`src/rtl/led_strip_driver.sv`:
```
// led_strip_driver: serial driver for chains of WS2801-style clocked LED
// controllers. One pixel is accepted per valid/ready handshake, scaled by a
// global brightness, shifted out MSB-first on ledClock/ledData, and the frame
// ends with an idle-low latch interval followed by a one-cycle done pulse.
module led_strip_driver #(
    parameter int LEDS         = 50,
    parameter int CHANNELS     = 3,
    parameter int BPC          = 8,
    parameter int CLK_DIV      = 4,
    parameter int LATCH_CYCLES = 6250
) (
    input  logic                    clk,
    input  logic                    rst,
    input  logic                    start,
    input  logic [BPC-1:0]          brightness,
    input  logic [CHANNELS*BPC-1:0] pixelData,
    input  logic                    pixelValid,
    output logic                    pixelReady,
    output logic                    ledClock,
    output logic                    ledData,
    output logic                    busy,
    output logic                    done,
    output logic                    underrun
);

    localparam int NBITS   = CHANNELS * BPC;
    localparam int BIT_W   = $clog2(NBITS);
    localparam int DIV_W   = (CLK_DIV > 1) ? $clog2(CLK_DIV) : 1;
    localparam int PIX_W   = (LEDS > 1) ? $clog2(LEDS) : 1;
    localparam int LAT_W   = (LATCH_CYCLES > 1) ? $clog2(LATCH_CYCLES) : 1;
    localparam int HALF    = LATCH_CYCLES / 2;
    localparam int STALL_W = (HALF > 0) ? $clog2(HALF + 1) : 1;
    localparam int THR     = (HALF > 0) ? HALF - 1 : 0;

    localparam logic [BIT_W-1:0]   BIT_LAST  = BIT_W'(NBITS - 1);
    localparam logic [DIV_W-1:0]   DIV_LAST  = DIV_W'(CLK_DIV - 1);
    localparam logic [PIX_W-1:0]   PIX_LAST  = PIX_W'(LEDS - 1);
    localparam logic [LAT_W-1:0]   LAT_LAST  = LAT_W'(LATCH_CYCLES - 1);
    localparam logic [STALL_W-1:0] STALL_MAX = STALL_W'(HALF);
    localparam logic [STALL_W-1:0] STALL_THR = STALL_W'(THR);

    typedef enum logic [2:0] {
        ST_IDLE  = 3'd0,
        ST_FETCH = 3'd1,
        ST_SHIFT = 3'd2,
        ST_LATCH = 3'd3,
        ST_DONE  = 3'd4
    } state_t;

    // Each channel becomes (c * (scale + 1)) >> BPC; the 2*BPC-bit product
    // never overflows, so the upper half is the scaled channel directly.
    function automatic logic [NBITS-1:0] scale_word(input logic [NBITS-1:0] word,
                                                    input logic [BPC-1:0]   scale);
        logic [2*BPC-1:0] mult;
        logic [2*BPC-1:0] prod;
        logic [NBITS-1:0] res;
        res  = '0;
        mult = {{(BPC-1){1'b0}}, ({1'b0, scale} + {{BPC{1'b0}}, 1'b1})};
        for (int c = 0; c < CHANNELS; c++) begin
            prod = {{BPC{1'b0}}, word[c*BPC +: BPC]} * mult;
            res[c*BPC +: BPC] = prod[2*BPC-1:BPC];
        end
        return res;
    endfunction

    state_t             r_state;
    logic [BPC-1:0]     r_breg;
    logic [NBITS-1:0]   r_shift;
    logic [BIT_W-1:0]   r_bit_cnt;
    logic [DIV_W-1:0]   r_div_cnt;
    logic               r_high;
    logic [PIX_W-1:0]   r_pix_cnt;
    logic [LAT_W-1:0]   r_latch_cnt;
    logic [STALL_W-1:0] r_stall_cnt;
    logic               r_pixel_ready;
    logic               r_led_clock;
    logic               r_led_data;
    logic               r_busy;
    logic               r_done;
    logic               r_underrun;
    logic [NBITS-1:0]   w_scaled;

    assign w_scaled   = scale_word(pixelData, r_breg);
    assign pixelReady = r_pixel_ready;
    assign ledClock   = r_led_clock;
    assign ledData    = r_led_data;
    assign busy       = r_busy;
    assign done       = r_done;
    assign underrun   = r_underrun;

    // Frame sequencer: fetch, serialise, latch, done; all outputs registered here.
    always_ff @(posedge clk or negedge rst) begin
        if (!rst) begin
            r_state       <= ST_IDLE;
            r_breg        <= '0;
            r_shift       <= '0;
            r_bit_cnt     <= '0;
            r_div_cnt     <= '0;
            r_high        <= 1'b0;
            r_pix_cnt     <= '0;
            r_latch_cnt   <= '0;
            r_stall_cnt   <= '0;
            r_pixel_ready <= 1'b0;
            r_led_clock   <= 1'b0;
            r_led_data    <= 1'b0;
            r_busy        <= 1'b0;
            r_done        <= 1'b0;
            r_underrun    <= 1'b0;
        end else begin
            case (r_state)
                ST_IDLE: begin
                    r_done <= 1'b0;
                    if (start) begin
                        r_breg        <= brightness;
                        r_pix_cnt     <= '0;
                        r_stall_cnt   <= '0;
                        r_underrun    <= 1'b0;
                        r_busy        <= 1'b1;
                        r_pixel_ready <= 1'b1;
                        r_state       <= ST_FETCH;
                    end
                end
                ST_FETCH: begin
                    r_led_clock <= 1'b0;
                    if (pixelValid && r_pixel_ready) begin
                        r_shift       <= w_scaled;
                        r_led_data    <= w_scaled[NBITS-1];
                        r_pixel_ready <= 1'b0;
                        r_bit_cnt     <= '0;
                        r_div_cnt     <= '0;
                        r_high        <= 1'b0;
                        r_stall_cnt   <= '0;
                        r_state       <= ST_SHIFT;
                    end else begin
                        // Stall: the strip may latch on its own, so flag it.
                        if (r_stall_cnt != STALL_MAX) begin
                            r_stall_cnt <= r_stall_cnt + 1'b1;
                        end
                        if (r_stall_cnt >= STALL_THR) begin
                            r_underrun <= 1'b1;
                        end
                    end
                end
                ST_SHIFT: begin
                    if (r_div_cnt == DIV_LAST) begin
                        r_div_cnt <= '0;
                        if (!r_high) begin
                            r_high      <= 1'b1;
                            r_led_clock <= 1'b1;
                        end else begin
                            r_high      <= 1'b0;
                            r_led_clock <= 1'b0;
                            if (r_bit_cnt == BIT_LAST) begin
                                if (r_pix_cnt == PIX_LAST) begin
                                    r_led_data  <= 1'b0;
                                    r_latch_cnt <= '0;
                                    r_state     <= ST_LATCH;
                                end else begin
                                    r_pix_cnt     <= r_pix_cnt + 1'b1;
                                    r_pixel_ready <= 1'b1;
                                    r_state       <= ST_FETCH;
                                end
                            end else begin
                                r_bit_cnt  <= r_bit_cnt + 1'b1;
                                r_shift    <= r_shift << 1;
                                r_led_data <= r_shift[NBITS-2];
                            end
                        end
                    end else begin
                        r_div_cnt <= r_div_cnt + 1'b1;
                    end
                end
                ST_LATCH: begin
                    r_led_clock <= 1'b0;
                    r_led_data  <= 1'b0;
                    if (r_latch_cnt == LAT_LAST) begin
                        r_done  <= 1'b1;
                        r_busy  <= 1'b0;
                        r_state <= ST_DONE;
                    end else begin
                        r_latch_cnt <= r_latch_cnt + 1'b1;
                    end
                end
                ST_DONE: begin
                    r_done  <= 1'b0;
                    r_state <= ST_IDLE;
                end
                default: begin
                    r_pixel_ready <= 1'b0;
                    r_led_clock   <= 1'b0;
                    r_led_data    <= 1'b0;
                    r_busy        <= 1'b0;
                    r_done        <= 1'b0;
                    r_state       <= ST_IDLE;
                end
            endcase
        end
    end

endmodule

```
`config.mk`:
```
export PLATFORM = sky130hd
export DESIGN_NAME = led_strip_driver
export DESIGN_NICKNAME = d
export VERILOG_FILES = /design/src/rtl/led_strip_driver.sv
export SDC_FILE = /design/constraint.sdc
export NUM_CORES = 1
export LEC_CHECK = 0
export BUFFER_PORTS_ARGS = -buffer_cell sky130_fd_sc_hd__buf_2
export CAP_MARGIN = 20
export CORE_MARGIN = 10
export CORE_UTILIZATION = 40
export CTS_CLUSTER_SIZE = 40
export DETAILED_ROUTE_END_ITERATION = 16
export SETUP_SLACK_MARGIN = 0.05
export SKIP_LAST_GASP = 1
export SYNTH_ARGS = -nofsm -noshare
export SYNTH_HDL_FRONTEND = slang
export SYNTH_SLANG_ARGS = --single-unit
```
`constraint.sdc`:
```
create_clock -name clk -period 7 [get_ports clk]
set_input_delay 1.4 -clock clk [delete_from_list [all_inputs] [get_ports clk]]
set_output_delay 1.4 -clock clk [all_outputs]
set_load 0.005 [all_outputs]
```
==> impl_metrics.yaml <==
sta:
  maxSlewViolCount: 0
  min_period_ns: 5.82
  finalHoldViolCount: 0
  finalSetupViolCount: 0
  fin_skew_ns: 0.00856
  rsz0062_at_grt: "no"
  timing.slew.headroom_pct: 34.9
  setup_tns_ns: 0
  fmax_ghz: 0.172
  worst_pin_slew_ns: 0.975
  finalCritPeriodShare_pct: 83.1
min_path:
  hold_start: "r_shift[13]"
  hold_path_end: "r_shift[13]"
  hold_depth: 2
  hold_path.class: "register to register"
route:
  wl_um: 23900
  ant_nets: 0
  remaining_drc_errors: 0
  via_count: 8122
  drtIter0Drc: 451
  viasPerCell: 5.17
  routedWlPerCell_um: 15.2
  dr.pass1.iters: 5
yosys:
  synth_edf_count: 0
  synth_fp_nets: 1469
  yosysWarnings: 0
  synth_cell_types: 55
  synth_area_per_cell_um2: 8.75
  syn-cell-area_mm2: 0.0106
  syn_inst: 1207
  synth_seq_cells: 79
  synth_async_sr_flop_share_pct: 100
  synthFlopType: "dfrtp_1"
  yosysSeqAreaShare_pct: 18.7
cts:
  clock_sinks: 79
  cts_tree: "yes"
  cts_buffers: 9
  clk_path_buf_depth: 2
  htreeDepth: 3
  clk_latency_ns: 0.34
  clk_pin_slew_ns: 0.06
  postCtsHoldBufs: 0
  post_cts_buffers: 0
  cts_root_buf: "clkbuf_16"
  cts_resized: 0
critical_path:
  cp_max_fo: 9
  crit_path_end_kind: "register"
  worstPathArrival_ns: 6.08
  crit_type: "register to register"
  rrSetupSlack_ns: 1.18
  worstSetupStartpointType: "register"
  timing.rr.start: "r_breg[3]"
  rr_worst_depth: 17
  worstPathRequired_ns: 7.26
  r2r-end: "ledData"
place:
  dp_hpwl_um: 18200
  gp_congestion: 0.807
  port_buffers: 41
power_and_ir_drop:
  power.density_mw_per_mm2: 153
  ir_worst_vdd_v: 0.0000872
  p_leak_nw: 5.67
layout:
  insertedDiodeCount: 0
  layout.nets: 1493
  area_growth_pct: 8.72
  n_fill_cell: 2596
  utilization_pct: 44.2
  drive_gt1_share_pct: 7.45
die:
  die-width_um: 182
  initial_core_util_pct: 40.6
  core_mm2: 0.0260
  die_area_mm2: 0.0333
  io_pins: 42
  row_count: 59
  die_h_um: 182
global_route:
  grt_start_max_net_pins: 80
  antenna_found_initial: 0
  grt_pass1_vias: 8319
  grt_pass1_wl_um: 41500
  grt_usage_pct: 14.8
  globalRouteOverflowTotal: 0
run:
  max_cap_violations: 0
outcome:
  run_status: "completed"
-- critical path, stage by stage (launching register included) --
cell     delay (ns)
dfrtp_1        0.42
nand3_1        0.31
nor2_1         0.25
xor2_1         0.59
nand2_1        0.15
fa_1           0.47
fa_1           0.51
inv_1          0.06
fa_1           0.54
inv_1          0.07
fa_1           0.53
inv_1          0.04
ha_1           0.26
o21ai_0        0.21
nor4_1         0.59
o211a_1        0.27
mux2_2         0.34
o22ai_1        0.11
-- how the worst max path moves through the flow --
stage                        endpoint          start  slack [ns]
after floorplan           r_shift[21]  pixelData[23]        1.62
after detailed placement      ledData  pixelData[23]        1.18
after global routing          ledData      r_breg[3]        0.80
final                         ledData      r_breg[3]        1.18
after global placement    r_shift[21]  pixelData[23]        1.27
after CTS                     ledData      r_breg[3]        1.20
-- layout by cell type, fill, tap and decap left out, drive strengths merged, types with 13 or more instances in the layout --
master,n
inv,184
fa,120
ha,106
nand2,104
and2,102
dfrtp,79
nor2b,59
nor2,59
buf,55
o21ai,53
nand3,35
a21oi,35
xnor2,21
xor2,20
nand2b,17
and3,16
o31ai,15
nor3,13
-- kinds of logic after synthesis --
| logic type | synth area share [%] |
|---|---|
| simple gates | 22.5 |
| xor+xnor | 3.40 |
| buf+inv | 8.19 |
| fa+ha+maj | 35.3 |
| compound gates | 10.1 |
| mux | 1.73 |
| flops | 18.7 |
-- metrics by stage --
step                setup WS (ns)  area (µm²)  power (mW)  hold slack, ns  cells
floorplan                    1.62       10600        1.07           0.442   1207
global placement             1.27       11100        1.25           0.456   1554
detailed placement           1.18       11100        1.26           0.465   1554
CTS                          1.20       11500        1.78           0.481   1569
global route                0.799       11500        1.93           0.500   1570
finish                       1.18       11500        1.76           0.477   1570
-- registers in the layout, indices dropped and copies added, names as in the netlist --
| name | flops |
|---|---|
| busy | 1 |
| r_shift | 23 |
| r_bit_cnt | 5 |
| ledData | 1 |
| r_breg | 8 |
| ledClock | 1 |
| pixelReady | 1 |
| underrun | 1 |
| done | 1 |
| r_high | 1 |
| r_div_cnt | 2 |
| r_pix_cnt | 6 |
| r_latch_cnt | 13 |
| r_stall_cnt | 12 |
| r_state | 3 |
-- cell usage after synthesis (2+ instances only) --
master | instances | share of area [%]
or2_2 | 4 | 0.24
nand4b_1 | 3 | 0.25
o211ai_1 | 7 | 0.50
clkbuf_1 | 37 | 1.3
a21oi_1 | 34 | 1.6
nor2b_1 | 59 | 3.5
o21ai_0 | 53 | 2.5
a221oi_1 | 2 | 0.17
nor3_1 | 13 | 0.62
and3_1 | 16 | 0.95
o31ai_1 | 15 | 1.1
o22ai_1 | 8 | 0.47
nand2_1 | 104 | 3.7
nand4_1 | 9 | 0.53
nor2_1 | 58 | 2.1
or4_1 | 3 | 0.21
xor2_1 | 20 | 1.7
xnor2_1 | 21 | 1.7
o31a_1 | 6 | 0.50
a22oi_1 | 2 | 0.14
or3_1 | 6 | 0.36
mux2i_1 | 7 | 0.66
a211oi_1 | 5 | 0.36
dfrtp_1 | 79 | 19
fa_1 | 120 | 23
o211a_1 | 3 | 0.28
o21a_1 | 5 | 0.36
a2111oi_0 | 3 | 0.25
ha_1 | 106 | 13
nand3_1 | 35 | 1.7
o41ai_1 | 2 | 0.17
a41oi_1 | 2 | 0.17
mux2_2 | 10 | 1.1
buf_2 | 4 | 0.19
o21bai_1 | 3 | 0.21
nand2b_1 | 17 | 1.0
nor3b_1 | 4 | 0.28
a21o_1 | 6 | 0.43
inv_1 | 184 | 6.5
nor4_1 | 8 | 0.47
a31oi_1 | 9 | 0.53
and2_1 | 102 | 6.0
-- metal layers --
| metal | vias up | GRT usage, % | routed length (µm) |
|---|---|---|---|
| li1 | 3969 | - | - |
| met1 | 4005 | 20.0 | 11400 |
| met2 | 124 | 24.4 | 11300 |
| met3 | 24 | 2.08 | 812 |
| met4 | 0 | 3.58 | 410 |
| met5 | - | 0 | 0 |
-- where the power goes --
part | total, mW | switching (mW) | internal [mW]
logic | 0.786 | 0.464 | 0.323
registers | 0.468 | 0.00615 | 0.462
clock network | 0.505 | 0.185 | 0.320
-- final cells by class --
| class | instances | area, µm² | area share [%] |
|---|---|---|---|
| clock buffer | 12 | 246 | 2.15 |
| clock inverter | 3 | 67.6 | 0.588 |
| inverter | 185 | 694 | 6.05 |
| multi-input combinational | 901 | 7740 | 67.4 |
| sequential | 79 | 1980 | 17.2 |
| tap | 335 | 419 | 3.65 |
| timing repair buffer | 55 | 338 | 2.94 |
(Power assumes the default switching activity.)
